--- src/rtl/stack_pkg.sv ---
// stack_pkg: shared types for the frame_stack operand/call stack.
// Holds the request opcode, status and error codes and the frame record.
package stack_pkg;

   typedef enum logic [3:0] {
      OP_NOP         = 4'd0,
      OP_PUSH        = 4'd1,
      OP_POP         = 4'd2,
      OP_REPLACE     = 4'd3,
      OP_CALL        = 4'd4,
      OP_RETURN      = 4'd5,
      OP_LOCAL_GET   = 4'd6,
      OP_LOCAL_SET   = 4'd7,
      OP_INDEX_RESET = 4'd8
   } op_t;

   typedef enum logic [1:0] {
      ST_NONE      = 2'd0,
      ST_EMPTY     = 2'd1,
      ST_FULL      = 2'd2,
      ST_UNDERFLOW = 2'd3
   } status_t;

   typedef enum logic [2:0] {
      ERR_NONE            = 3'd0,
      ERR_UNDERFLOW       = 3'd1,
      ERR_OVERFLOW        = 3'd2,
      ERR_BAD_OFFSET      = 3'd3,
      ERR_FRAME_OVERFLOW  = 3'd4,
      ERR_FRAME_UNDERFLOW = 3'd5
   } err_t;

   // Record fields are wide enough for any DEPTH up to 6.
   localparam int REC_W = 8;

   typedef struct packed {
      logic [REC_W-1:0] base;
      logic [REC_W-1:0] limit;
   } frame_rec_t;

endpackage

--- src/rtl/frame_stack_if.sv ---
// frame_stack_if: valid/ready request bundle into frame_stack.
// master drives req_valid/op/data/offset/count/drop_tos; slave drives req_ready.
interface frame_stack_if #(
   parameter int WIDTH = 32,
   parameter int DEPTH = 4
) ();
   import stack_pkg::*;

   logic             req_valid;
   logic             req_ready;
   op_t              op;
   logic [WIDTH-1:0] data;
   logic [DEPTH:0]   offset;
   logic [DEPTH:0]   count;
   logic             drop_tos;

   modport master (
      output req_valid, op, data, offset, count, drop_tos,
      input  req_ready
   );

   modport slave (
      input  req_valid, op, data, offset, count, drop_tos,
      output req_ready
   );

endinterface

--- src/rtl/frame_record_stack.sv ---
// frame_record_stack: FRAMES-deep LIFO of {base, limit} call-frame records.
// Ports: clk, reset (sync, active-low), push/pop, push_rec, top_rec, level, full, empty.
module frame_record_stack
   import stack_pkg::*;
#(
   parameter int FRAME_DEPTH = 3
) (
   input  logic                 clk,
   input  logic                 reset,
   input  logic                 push,
   input  logic                 pop,
   input  frame_rec_t           push_rec,
   output frame_rec_t           top_rec,
   output logic [FRAME_DEPTH:0] level,
   output logic                 full,
   output logic                 empty
);

   localparam int FRAMES = 2**FRAME_DEPTH;
   localparam int LW = FRAME_DEPTH + 1;

   frame_rec_t             recs [FRAMES];
   logic [LW-1:0]          lvl_q;
   logic [LW-1:0]          lvl_m1;
   logic [FRAME_DEPTH-1:0] top_ptr;

   assign full    = (lvl_q == LW'(FRAMES));
   assign empty   = (lvl_q == '0);
   assign lvl_m1  = lvl_q - LW'(1);
   assign top_ptr = lvl_m1[FRAME_DEPTH-1:0];
   assign top_rec = recs[top_ptr];
   assign level   = lvl_q;

   always_ff @(posedge clk) begin
      if (!reset) begin
         lvl_q <= '0;
      end else if (push && !full) begin
         lvl_q <= lvl_q + LW'(1);
      end else if (pop && !empty) begin
         lvl_q <= lvl_m1;
      end
   end

   always_ff @(posedge clk) begin
      if (reset && push && !full) begin
         recs[lvl_q[FRAME_DEPTH-1:0]] <= push_rec;
      end
   end

endmodule

--- src/rtl/frame_stack.sv ---
// frame_stack: operand stack with hardware call frames, local get/set,
// multi-entry pop and multi-cycle RETURN result moving.
// Ports: clk, reset (sync, active-low), bus (request handshake, slave),
// index/frame_base/frame_limit/frame_level, out0..out2 (top three entries),
// getter/getter_valid, status, error (one-cycle pulse).
// Build option: FRAME_STACK_ZERO_FILL_EN makes CALL zero-fill its locals.
module frame_stack
   import stack_pkg::*;
#(
   parameter int WIDTH       = 32,
   parameter int DEPTH       = 4,
   parameter int FRAME_DEPTH = 3
) (
   input  logic                 clk,
   input  logic                 reset,
   frame_stack_if.slave         bus,
   output logic [DEPTH:0]       index,
   output logic [DEPTH:0]       frame_base,
   output logic [DEPTH:0]       frame_limit,
   output logic [FRAME_DEPTH:0] frame_level,
   output logic [WIDTH-1:0]     out0,
   output logic [WIDTH-1:0]     out1,
   output logic [WIDTH-1:0]     out2,
   output logic [WIDTH-1:0]     getter,
   output logic                 getter_valid,
   output status_t              status,
   output err_t                 error
);

   localparam int ENTRIES = 2**DEPTH;
   // One spare bit so sums and differences never wrap into range.
   localparam int IW = DEPTH + 2;

   typedef logic [IW-1:0] idx_t;

   localparam idx_t ENT = idx_t'(ENTRIES);
   localparam idx_t ONE = idx_t'(1);

`ifdef FRAME_STACK_ZERO_FILL_EN
   typedef enum logic [1:0] {S_IDLE, S_MOVE, S_ZERO} state_t;
`else
   typedef enum logic [1:0] {S_IDLE, S_MOVE} state_t;
`endif

   logic [WIDTH-1:0] mem [ENTRIES];

   state_t           state_q, state_d;
   idx_t             idx_q, idx_d;
   idx_t             base_q, base_d;
   idx_t             lim_q, lim_d;
   idx_t             src_q, src_d;
   idx_t             dst_q, dst_d;
   idx_t             rem_q, rem_d;
   idx_t             end_q, end_d;
   err_t             err_q, err_d;
   logic [WIDTH-1:0] get_q, get_d;
   logic             gv_q, gv_d;

   logic             we;
   idx_t             waddr;
   logic [WIDTH-1:0] wdata;

   logic             f_push, f_pop, f_full, f_empty;
   frame_rec_t       push_rec, top_rec;
   logic             unused_rec;

   idx_t             off, cnt, loc, tos, a1, a2, ret_src;
   logic             acc;

   assign off     = idx_t'(bus.offset);
   assign cnt     = idx_t'(bus.count);
   assign loc     = base_q + off;
   assign tos     = idx_q - ONE;
   assign a1      = idx_q - idx_t'(2);
   assign a2      = idx_q - idx_t'(3);
   assign ret_src = idx_q - cnt;

   assign bus.req_ready = (state_q == S_IDLE);
   assign acc = bus.req_valid && bus.req_ready;

   assign push_rec = '{base: REC_W'(base_q), limit: REC_W'(lim_q)};
   assign unused_rec = ^top_rec;

   frame_record_stack #(
      .FRAME_DEPTH(FRAME_DEPTH)
   ) u_frames (
      .clk      (clk),
      .reset    (reset),
      .push     (f_push),
      .pop      (f_pop),
      .push_rec (push_rec),
      .top_rec  (top_rec),
      .level    (frame_level),
      .full     (f_full),
      .empty    (f_empty)
   );

   always_comb begin
      state_d = state_q;
      idx_d   = idx_q;
      base_d  = base_q;
      lim_d   = lim_q;
      src_d   = src_q;
      dst_d   = dst_q;
      rem_d   = rem_q;
      end_d   = end_q;
      err_d   = ERR_NONE;
      get_d   = get_q;
      gv_d    = 1'b0;
      we      = 1'b0;
      waddr   = idx_q;
      wdata   = '0;
      f_push  = 1'b0;
      f_pop   = 1'b0;
      unique case (state_q)
         S_IDLE: begin
            if (acc) begin
               unique case (bus.op)
                  OP_PUSH: begin
                     if (idx_q >= ENT) begin
                        err_d = ERR_OVERFLOW;
                     end else begin
                        we    = 1'b1;
                        waddr = idx_q;
                        wdata = bus.data;
                        idx_d = idx_q + ONE;
                     end
                  end
                  OP_POP: begin
                     if (cnt != '0) begin
                        if (idx_q < lim_q + cnt) err_d = ERR_UNDERFLOW;
                        else                     idx_d = ret_src;
                     end
                  end
                  OP_REPLACE: begin
                     if (idx_q <= lim_q) begin
                        err_d = ERR_UNDERFLOW;
                     end else begin
                        we    = 1'b1;
                        waddr = tos;
                        wdata = bus.data;
                     end
                  end
                  OP_CALL: begin
                     if (lim_q + off > idx_q) begin
                        err_d = ERR_UNDERFLOW;
                     end else if (idx_q + cnt > ENT) begin
                        err_d = ERR_OVERFLOW;
                     end else if (f_full) begin
                        err_d = ERR_FRAME_OVERFLOW;
                     end else begin
                        f_push = 1'b1;
                        base_d = idx_q - off;
                        lim_d  = idx_q + cnt;
                        idx_d  = idx_q + cnt;
`ifdef FRAME_STACK_ZERO_FILL_EN
                        // index walks up to the new limit while filling.
                        if (cnt != '0) begin
                           idx_d   = idx_q;
                           rem_d   = cnt;
                           state_d = S_ZERO;
                        end
`endif
                     end
                  end
                  OP_RETURN: begin
                     if (f_empty) begin
                        err_d = ERR_FRAME_UNDERFLOW;
                     end else if (lim_q + cnt > idx_q) begin
                        err_d = ERR_UNDERFLOW;
                     end else if (cnt > ONE && ret_src != base_q) begin
                        state_d = S_MOVE;
                        src_d   = ret_src;
                        dst_d   = base_q;
                        rem_d   = cnt;
                        end_d   = base_q + cnt;
                     end else begin
                        if (cnt == ONE) begin
                           we    = 1'b1;
                           waddr = base_q;
                           wdata = mem[ret_src[DEPTH-1:0]];
                        end
                        idx_d  = base_q + cnt;
                        f_pop  = 1'b1;
                        base_d = idx_t'(top_rec.base);
                        lim_d  = idx_t'(top_rec.limit);
                     end
                  end
                  OP_LOCAL_GET: begin
                     if (loc >= lim_q) begin
                        err_d = ERR_BAD_OFFSET;
                     end else begin
                        get_d = mem[loc[DEPTH-1:0]];
                        gv_d  = 1'b1;
                     end
                  end
                  OP_LOCAL_SET: begin
                     if (loc >= lim_q) begin
                        err_d = ERR_BAD_OFFSET;
                     end else if (bus.drop_tos) begin
                        if (idx_q <= lim_q) begin
                           err_d = ERR_UNDERFLOW;
                        end else begin
                           we    = 1'b1;
                           waddr = loc;
                           wdata = mem[tos[DEPTH-1:0]];
                           idx_d = tos;
                        end
                     end else begin
                        we    = 1'b1;
                        waddr = loc;
                        wdata = bus.data;
                     end
                  end
                  OP_INDEX_RESET: idx_d = off;
                  default: ;
               endcase
            end
         end
         S_MOVE: begin
            we    = 1'b1;
            waddr = dst_q;
            wdata = mem[src_q[DEPTH-1:0]];
            src_d = src_q + ONE;
            dst_d = dst_q + ONE;
            rem_d = rem_q - ONE;
            if (rem_q == ONE) begin
               state_d = S_IDLE;
               idx_d   = end_q;
               f_pop   = 1'b1;
               base_d  = idx_t'(top_rec.base);
               lim_d   = idx_t'(top_rec.limit);
            end
         end
`ifdef FRAME_STACK_ZERO_FILL_EN
         S_ZERO: begin
            we    = 1'b1;
            waddr = idx_q;
            wdata = '0;
            idx_d = idx_q + ONE;
            rem_d = rem_q - ONE;
            if (rem_q == ONE) state_d = S_IDLE;
         end
`endif
         default: ;
      endcase
   end

   always_ff @(posedge clk) begin
      if (!reset) begin
         state_q <= S_IDLE;
         idx_q   <= '0;
         base_q  <= '0;
         lim_q   <= '0;
         src_q   <= '0;
         dst_q   <= '0;
         rem_q   <= '0;
         end_q   <= '0;
         err_q   <= ERR_NONE;
         get_q   <= '0;
         gv_q    <= 1'b0;
      end else begin
         state_q <= state_d;
         idx_q   <= idx_d;
         base_q  <= base_d;
         lim_q   <= lim_d;
         src_q   <= src_d;
         dst_q   <= dst_d;
         rem_q   <= rem_d;
         end_q   <= end_d;
         err_q   <= err_d;
         get_q   <= get_d;
         gv_q    <= gv_d;
      end
   end

   // Memory is never cleared; writes are suppressed while in reset.
   always_ff @(posedge clk) begin
      if (reset && we) mem[waddr[DEPTH-1:0]] <= wdata;
   end

   always_comb begin
      status = ST_NONE;
      if (idx_q == ENT)       status = ST_FULL;
      else if (idx_q == lim_q) status = ST_EMPTY;
      else if (idx_q < lim_q)  status = ST_UNDERFLOW;
   end

   assign out0 = (idx_q > idx_t'(0)) ? mem[tos[DEPTH-1:0]] : '0;
   assign out1 = (idx_q > idx_t'(1)) ? mem[a1[DEPTH-1:0]] : '0;
   assign out2 = (idx_q > idx_t'(2)) ? mem[a2[DEPTH-1:0]] : '0;

   assign index        = idx_q[DEPTH:0];
   assign frame_base   = base_q[DEPTH:0];
   assign frame_limit  = lim_q[DEPTH:0];
   assign getter       = get_q;
   assign getter_valid = gv_q;
   assign error        = err_q;

endmodule
--- src/flat_wrapper.sv ---
// flat-port wrapper written by rule: the top's interface ports become plain ports
module frame_stack_flat import stack_pkg::*;
#(
   parameter int WIDTH       = 32,
   parameter int DEPTH       = 4,
   parameter int FRAME_DEPTH = 3
)
  (clk, reset, index, frame_base, frame_limit, frame_level, out0, out1, out2, getter, getter_valid, status, error, bus_req_valid, bus_op, bus_data, bus_offset, bus_count, bus_drop_tos, bus_req_ready);
  frame_stack_if #(.WIDTH(WIDTH), .DEPTH(DEPTH)) bus_i ();
  input  logic clk;
  input  logic reset;
  output logic [DEPTH:0] index;
  output logic [DEPTH:0] frame_base;
  output logic [DEPTH:0] frame_limit;
  output logic [FRAME_DEPTH:0] frame_level;
  output logic [WIDTH-1:0] out0;
  output logic [WIDTH-1:0] out1;
  output logic [WIDTH-1:0] out2;
  output logic [WIDTH-1:0] getter;
  output logic getter_valid;
  output status_t status;
  output err_t error;
  input wire logic [$bits(bus_i.req_valid)-1:0] bus_req_valid;
  input wire logic [$bits(bus_i.op)-1:0] bus_op;
  input wire logic [$bits(bus_i.data)-1:0] bus_data;
  input wire logic [$bits(bus_i.offset)-1:0] bus_offset;
  input wire logic [$bits(bus_i.count)-1:0] bus_count;
  input wire logic [$bits(bus_i.drop_tos)-1:0] bus_drop_tos;
  output wire logic [$bits(bus_i.req_ready)-1:0] bus_req_ready;
  assign bus_i.req_valid = bus_req_valid;
  assign bus_i.op = bus_op;
  assign bus_i.data = bus_data;
  assign bus_i.offset = bus_offset;
  assign bus_i.count = bus_count;
  assign bus_i.drop_tos = bus_drop_tos;
  assign bus_req_ready = bus_i.req_ready;
  frame_stack #(.WIDTH(WIDTH), .DEPTH(DEPTH), .FRAME_DEPTH(FRAME_DEPTH)) u_core (.clk(clk), .reset(reset), .bus(bus_i), .index(index), .frame_base(frame_base), .frame_limit(frame_limit), .frame_level(frame_level), .out0(out0), .out1(out1), .out2(out2), .getter(getter), .getter_valid(getter_valid), .status(status), .error(error));
endmodule
--- config.mk ---
export PLATFORM = sky130hd
export DESIGN_NAME = frame_stack_flat
export DESIGN_NICKNAME = d
export VERILOG_FILES = /design/src/rtl/stack_pkg.sv /design/src/rtl/frame_stack_if.sv /design/src/rtl/frame_record_stack.sv /design/src/rtl/frame_stack.sv /design/src/flat_wrapper.sv
export SDC_FILE = /design/constraint.sdc
export NUM_CORES = 2
export LEC_CHECK = 0
export ABC_AREA = 1
export BUFFER_PORTS_ARGS = -buffer_cell sky130_fd_sc_hd__buf_2
export CORE_ASPECT_RATIO = 0.9
export CORE_MARGIN = 2
export CORE_UTILIZATION = 25
export DETAILED_ROUTE_END_ITERATION = 8
export PLACE_DENSITY = 0.48
export SYNTH_ARGS = -nofsm -noshare
export SYNTH_HDL_FRONTEND = slang
export SYNTH_SLANG_ARGS = --single-unit
export TNS_END_PERCENT = 30
--- constraint.sdc ---
create_clock -name clk -period 7.3 [get_ports clk]
set_input_delay 0 -clock clk [delete_from_list [all_inputs] [get_ports clk]]
set_output_delay 0 -clock clk [all_outputs]
set_load 0.02 [all_outputs]
==> flow_summary.ini <==
[run_status]
status = complete, no violations

[pwr]
p_seq_share_pct = 26.1
power-per-cell-area_mw_per_mm2 = 292
power_mw = 17.4
pwr-share-clk_pct = 26.8
power.combinational.fraction_pct = 47.1
cellLeakagePower_nw = 22.4
switching_power_total_mw = 8.20
switching_share_pct = 47.2
irDropWorstVdd_mv = 0.254
cellInternalPower_mw = 9.16

[sta]
setup_viol = 0
worst_hold_slack_ns = 0.0952
grt_setup_unrepaired = no
clock_skew_ns = 0.0469
minimum_clock_period_ns = 6.00
setup-tns-final_ns = 0
finalCritPeriodShare_pct = 82.2
tightestPinTransition_ns = 1.25
max-slew-margin-rel_pct = 16.5
max_freq_mhz = 167
slew_viol_final = 0
report.final.hold_viol_count = 0

[global_route]
grt.overflow.total = 0
antenna_violations_before_repair = 11
first_global_vias = 51091
grt_first_pass_wirelength_um = 383000
grt_usage_pct = 24.3
grt_start_max_net_pins = 223

[synthesis]
syn_area_mm2 = 0.0531
portion_of_synthesized_cell_area_occupied_by_the_leading_cell_type_pct = 34.4
top_reg_cell_synth = sky130_fd_sc_hd__edfxtp_1
total_of_flip_flops_plus_latches_after_synthesis = 691
proportion_of_register_bits_with_asynchronous_set_or_reset_after_synthesis_pct = 0
top_cells_by_area_in_the_synthesized_netlist = sky130_fd_sc_hd__edfxtp_1 34%, sky130_fd_sc_hd__o21ai_0 13%, sky130_fd_sc_hd__a21oi_1 12%, sky130_fd_sc_hd__nand2_1 8.4%, sky130_fd_sc_hd__nand3_1 4.4%
post-synth-top-area-cell = sky130_fd_sc_hd__edfxtp_1
synthesis.area_per_instance_um2 = 7.09
syn_inst = 7485
synth_nets = 7613
synth-seq-area-share_pct = 37.5
yosys.cell_types.count = 62
synthesis.yosys.warnings = 0
synth_enable_flop_cells = 608

[final_layout]
design.final.nets = 7381
drive_above_1_share_pct = 8.64
area_delta_synth_final_pct = 11.9
fill_cells = 22863

[routing]
met1_length_um = 115000
routed-wl-met3_um = 30600
vias = 58092
route.detailed.drc = 0
post_route_antenna_net_violation_count = 0
dr.first_iter.drc_count = 9260
met2WireLength_um = 115000
route.top_layer_used = met5
drt_total_wl_um = 274000
drt-pass1-iter-count = 6
routed_wire_length_per_instance_um = 27.0
vias_per_cell = 5.72

[critical_path]
critPathLaunchType = register
ff2ff_path_depth = 16
critical_path.startpoint = u_core.base_q[1]
cpPeakStageDelay_ns = 0.77
reg2reg_slack_ns = 1.30
worst_ep_arrival_time_ns = 6.40
end_kind = register
worstPathBufferInverterCount = 4
critical_path_peak_fanout = 86
path_delay_family = simple AND/OR/NAND/NOR gates
cp_data_required_time_ns = 7.70
timing.rr.end = u_core.mem[11][8]
worstPathCellList = inv_1 -> fa_4 -> inv_8 -> ha_1 -> a21boi_0 -> o21ai_0 -> nand2_1 -> nor2_2 -> nand2_2 -> buf_4 -> o211ai_1 -> nor2_1 -> nor2_2 -> nand3_2 -> nor2_4 -> buf_4
critPathSlowestCell = sky130_fd_sc_hd__nor2_4
critical_register_to_register_path_startpoint = u_core.base_q[1]
critPathKind = reg2reg

[floorplan]
placement_rows = 160
std_cell_core_area_mm2 = 0.211
ports = 204
initial_utilization_pct = 25.1
dieArea_mm2 = 0.216
dieHeight_um = 441
floorplan.die.width_um = 490

[clock_network]
post-cts-setup-buffers = 0
cts_bufs_inserted = 84
root_driver = sky130_fd_sc_hd__clkbuf_16
postCtsHoldBufs = 14
cts.clk_slew.worst_paths_ns = 0.06
worst_skew_pair.late_latency_ns = 0.74
clock-sinks = 691
cts.repair.resized = 0
cts_max_level = 3
clock_tree.buffer_depth = 3
tritoncts = done

[place]
dp_hpwl_um = 169000
routabilityCongestion = 0.935
port-buffer-count = 203

[min_path]
hold_path_startpoint = bus_data[24]
worstHoldPathType = in2reg
holdPathStages = 4
min_delay_worst_endpoint = u_core.mem[12][24]

[flow_run]
maximum_capacitance_violations = 0
cells in the mapped netlist, types with 8 or more instances:
cell type,instances
sky130_fd_sc_hd__a211oi_1,8
sky130_fd_sc_hd__a21o_1,13
sky130_fd_sc_hd__a21oi_1,1228
sky130_fd_sc_hd__a221oi_1,13
sky130_fd_sc_hd__a311oi_1,31
sky130_fd_sc_hd__a31oi_1,88
sky130_fd_sc_hd__a32oi_1,43
sky130_fd_sc_hd__buf_1,63
sky130_fd_sc_hd__buf_2,150
sky130_fd_sc_hd__buf_4,64
sky130_fd_sc_hd__buf_6,12
sky130_fd_sc_hd__clkbuf_1,383
sky130_fd_sc_hd__dfxtp_1,83
sky130_fd_sc_hd__edfxtp_1,608
sky130_fd_sc_hd__ha_1,71
sky130_fd_sc_hd__inv_1,619
sky130_fd_sc_hd__inv_2,21
sky130_fd_sc_hd__nand2_1,1187
sky130_fd_sc_hd__nand2_2,9
sky130_fd_sc_hd__nand3_1,466
sky130_fd_sc_hd__nand4_1,23
sky130_fd_sc_hd__nor2_1,382
sky130_fd_sc_hd__nor3_1,62
sky130_fd_sc_hd__o211ai_1,152
sky130_fd_sc_hd__o21a_1,8
sky130_fd_sc_hd__o21ai_0,1370
sky130_fd_sc_hd__o21ai_1,83
sky130_fd_sc_hd__o22ai_1,37
sky130_fd_sc_hd__o311ai_1,28
sky130_fd_sc_hd__or2_1,32
sky130_fd_sc_hd__or2_2,31
sky130_fd_sc_hd__xnor2_1,9
sky130_fd_sc_hd__xor2_1,21
cell usage in the layout, fill, tap and decap left out, drive strengths merged, types with 71 or more instances in the layout:
cell	count
o21ai	1453
a21oi	1231
nand2	1196
inv	647
edfxtp	608
nand3	472
nor2	390
buf	341
o211ai	152
clkbuf	101
a31oi	88
dfxtp	83
ha	71
area by class of cell:
type,instances,area (µm²),area share (%)
clock inverters,56,746,1.26
flip-flops and latches,691,19900,33.6
inverters,647,2480,4.18
multi-input cells,5474,28000,47.2
diodes,4,10.0,0.0169
repair buffers,355,2390,4.03
clock buffers,101,2220,3.73
well taps,2835,3550,5.97
flip-flops by register name (all words and copies together), names as in the netlist, named ones only:
name	cells
u_core.end_q	6
u_core.lim_q	6
u_core.state_q	1
u_core.mem	512
u_core.idx_q	6
u_core.error	3
u_core.u_frames.level	4
u_core.dst_q	4
u_core.u_frames.recs	96
u_core.rem_q	6
u_core.base_q	6
u_core.getter	32
u_core.getter_valid	1
u_core.src_q	4
cell families (layout without fill, tap and decap cells):
group | Yosys count | count (layout) | synth area share, %
simple gates | 2218 | 2218 | 17.7
xor+xnor | 34 | 34 | 0.639
flops | 691 | 691 | 37.5
compound gates | 3144 | 3144 | 31.9
other cells | 0 | 4 | 0
fa+ha+maj | 78 | 78 | 1.94
buf+inv | 1320 | 1159 | 10.3
through the flow:
| stage | cells | cell area (µm²) | setup slack (ns) | utilization [%] |
|---|---|---|---|---|
| 2_1_floorplan | 7485 | 53100 | 2.15 | - |
| 3_3_place_gp | 9988 | 56300 | 1.40 | 26.6 |
| 3_5_place_dp | 9988 | 56300 | 1.36 | 26.6 |
| 4_1_cts | 10159 | 59400 | 1.32 | 28.1 |
| 5_1_grt | 10159 | 59400 | 1.02 | 28.1 |
| 6_report | 10163 | 59400 | 1.30 | 28.1 |
worst register-to-register path, delay by kind of cell, from the launching register on:
| family | cells | cell delay, ns |
|---|---|---|
| AO/OA/AOI/OAI | 3 | 0.71 |
| adder cells (fa/ha/maj) | 2 | 1.09 |
| buffers and inverters | 4 | 1.51 |
| flip-flops | 1 | 0.74 |
| AND/OR/NAND/NOR | 7 | 1.62 |
power groups by stage:
stage | Combinational [mW] | Clock (mW) | Sequential [mW]
global placement | 7.92 | 0 | 4.62
detailed placement | 7.93 | 0 | 4.62
CTS | 7.96 | 4.71 | 4.53
finish | 8.17 | 4.64 | 4.54
global route | 8.64 | 4.84 | 4.54
floorplan | 4.82 | 0 | 4.54
worst max-delay path by stage:
stage / end / slack [ns] / cells after the start
after floorplan: u_core.mem[13][0] / 2.15 / 22
after global placement: u_core.mem[11][7] / 1.40 / 17
after detailed placement: u_core.mem[11][1] / 1.36 / 16
after CTS: u_core.mem[10][2] / 1.32 / 16
after global routing: u_core.mem[10][2] / 1.02 / 16
final: u_core.mem[11][8] / 1.30 / 16
layer usage:
metal,global-route usage (%),vias to the layer above
met3,5.31,616
met4,10.8,4
met5,0,-
li1,-,25895
met1,33.9,27608
met2,35.7,3969
Power figures use the tool's default switching activity.
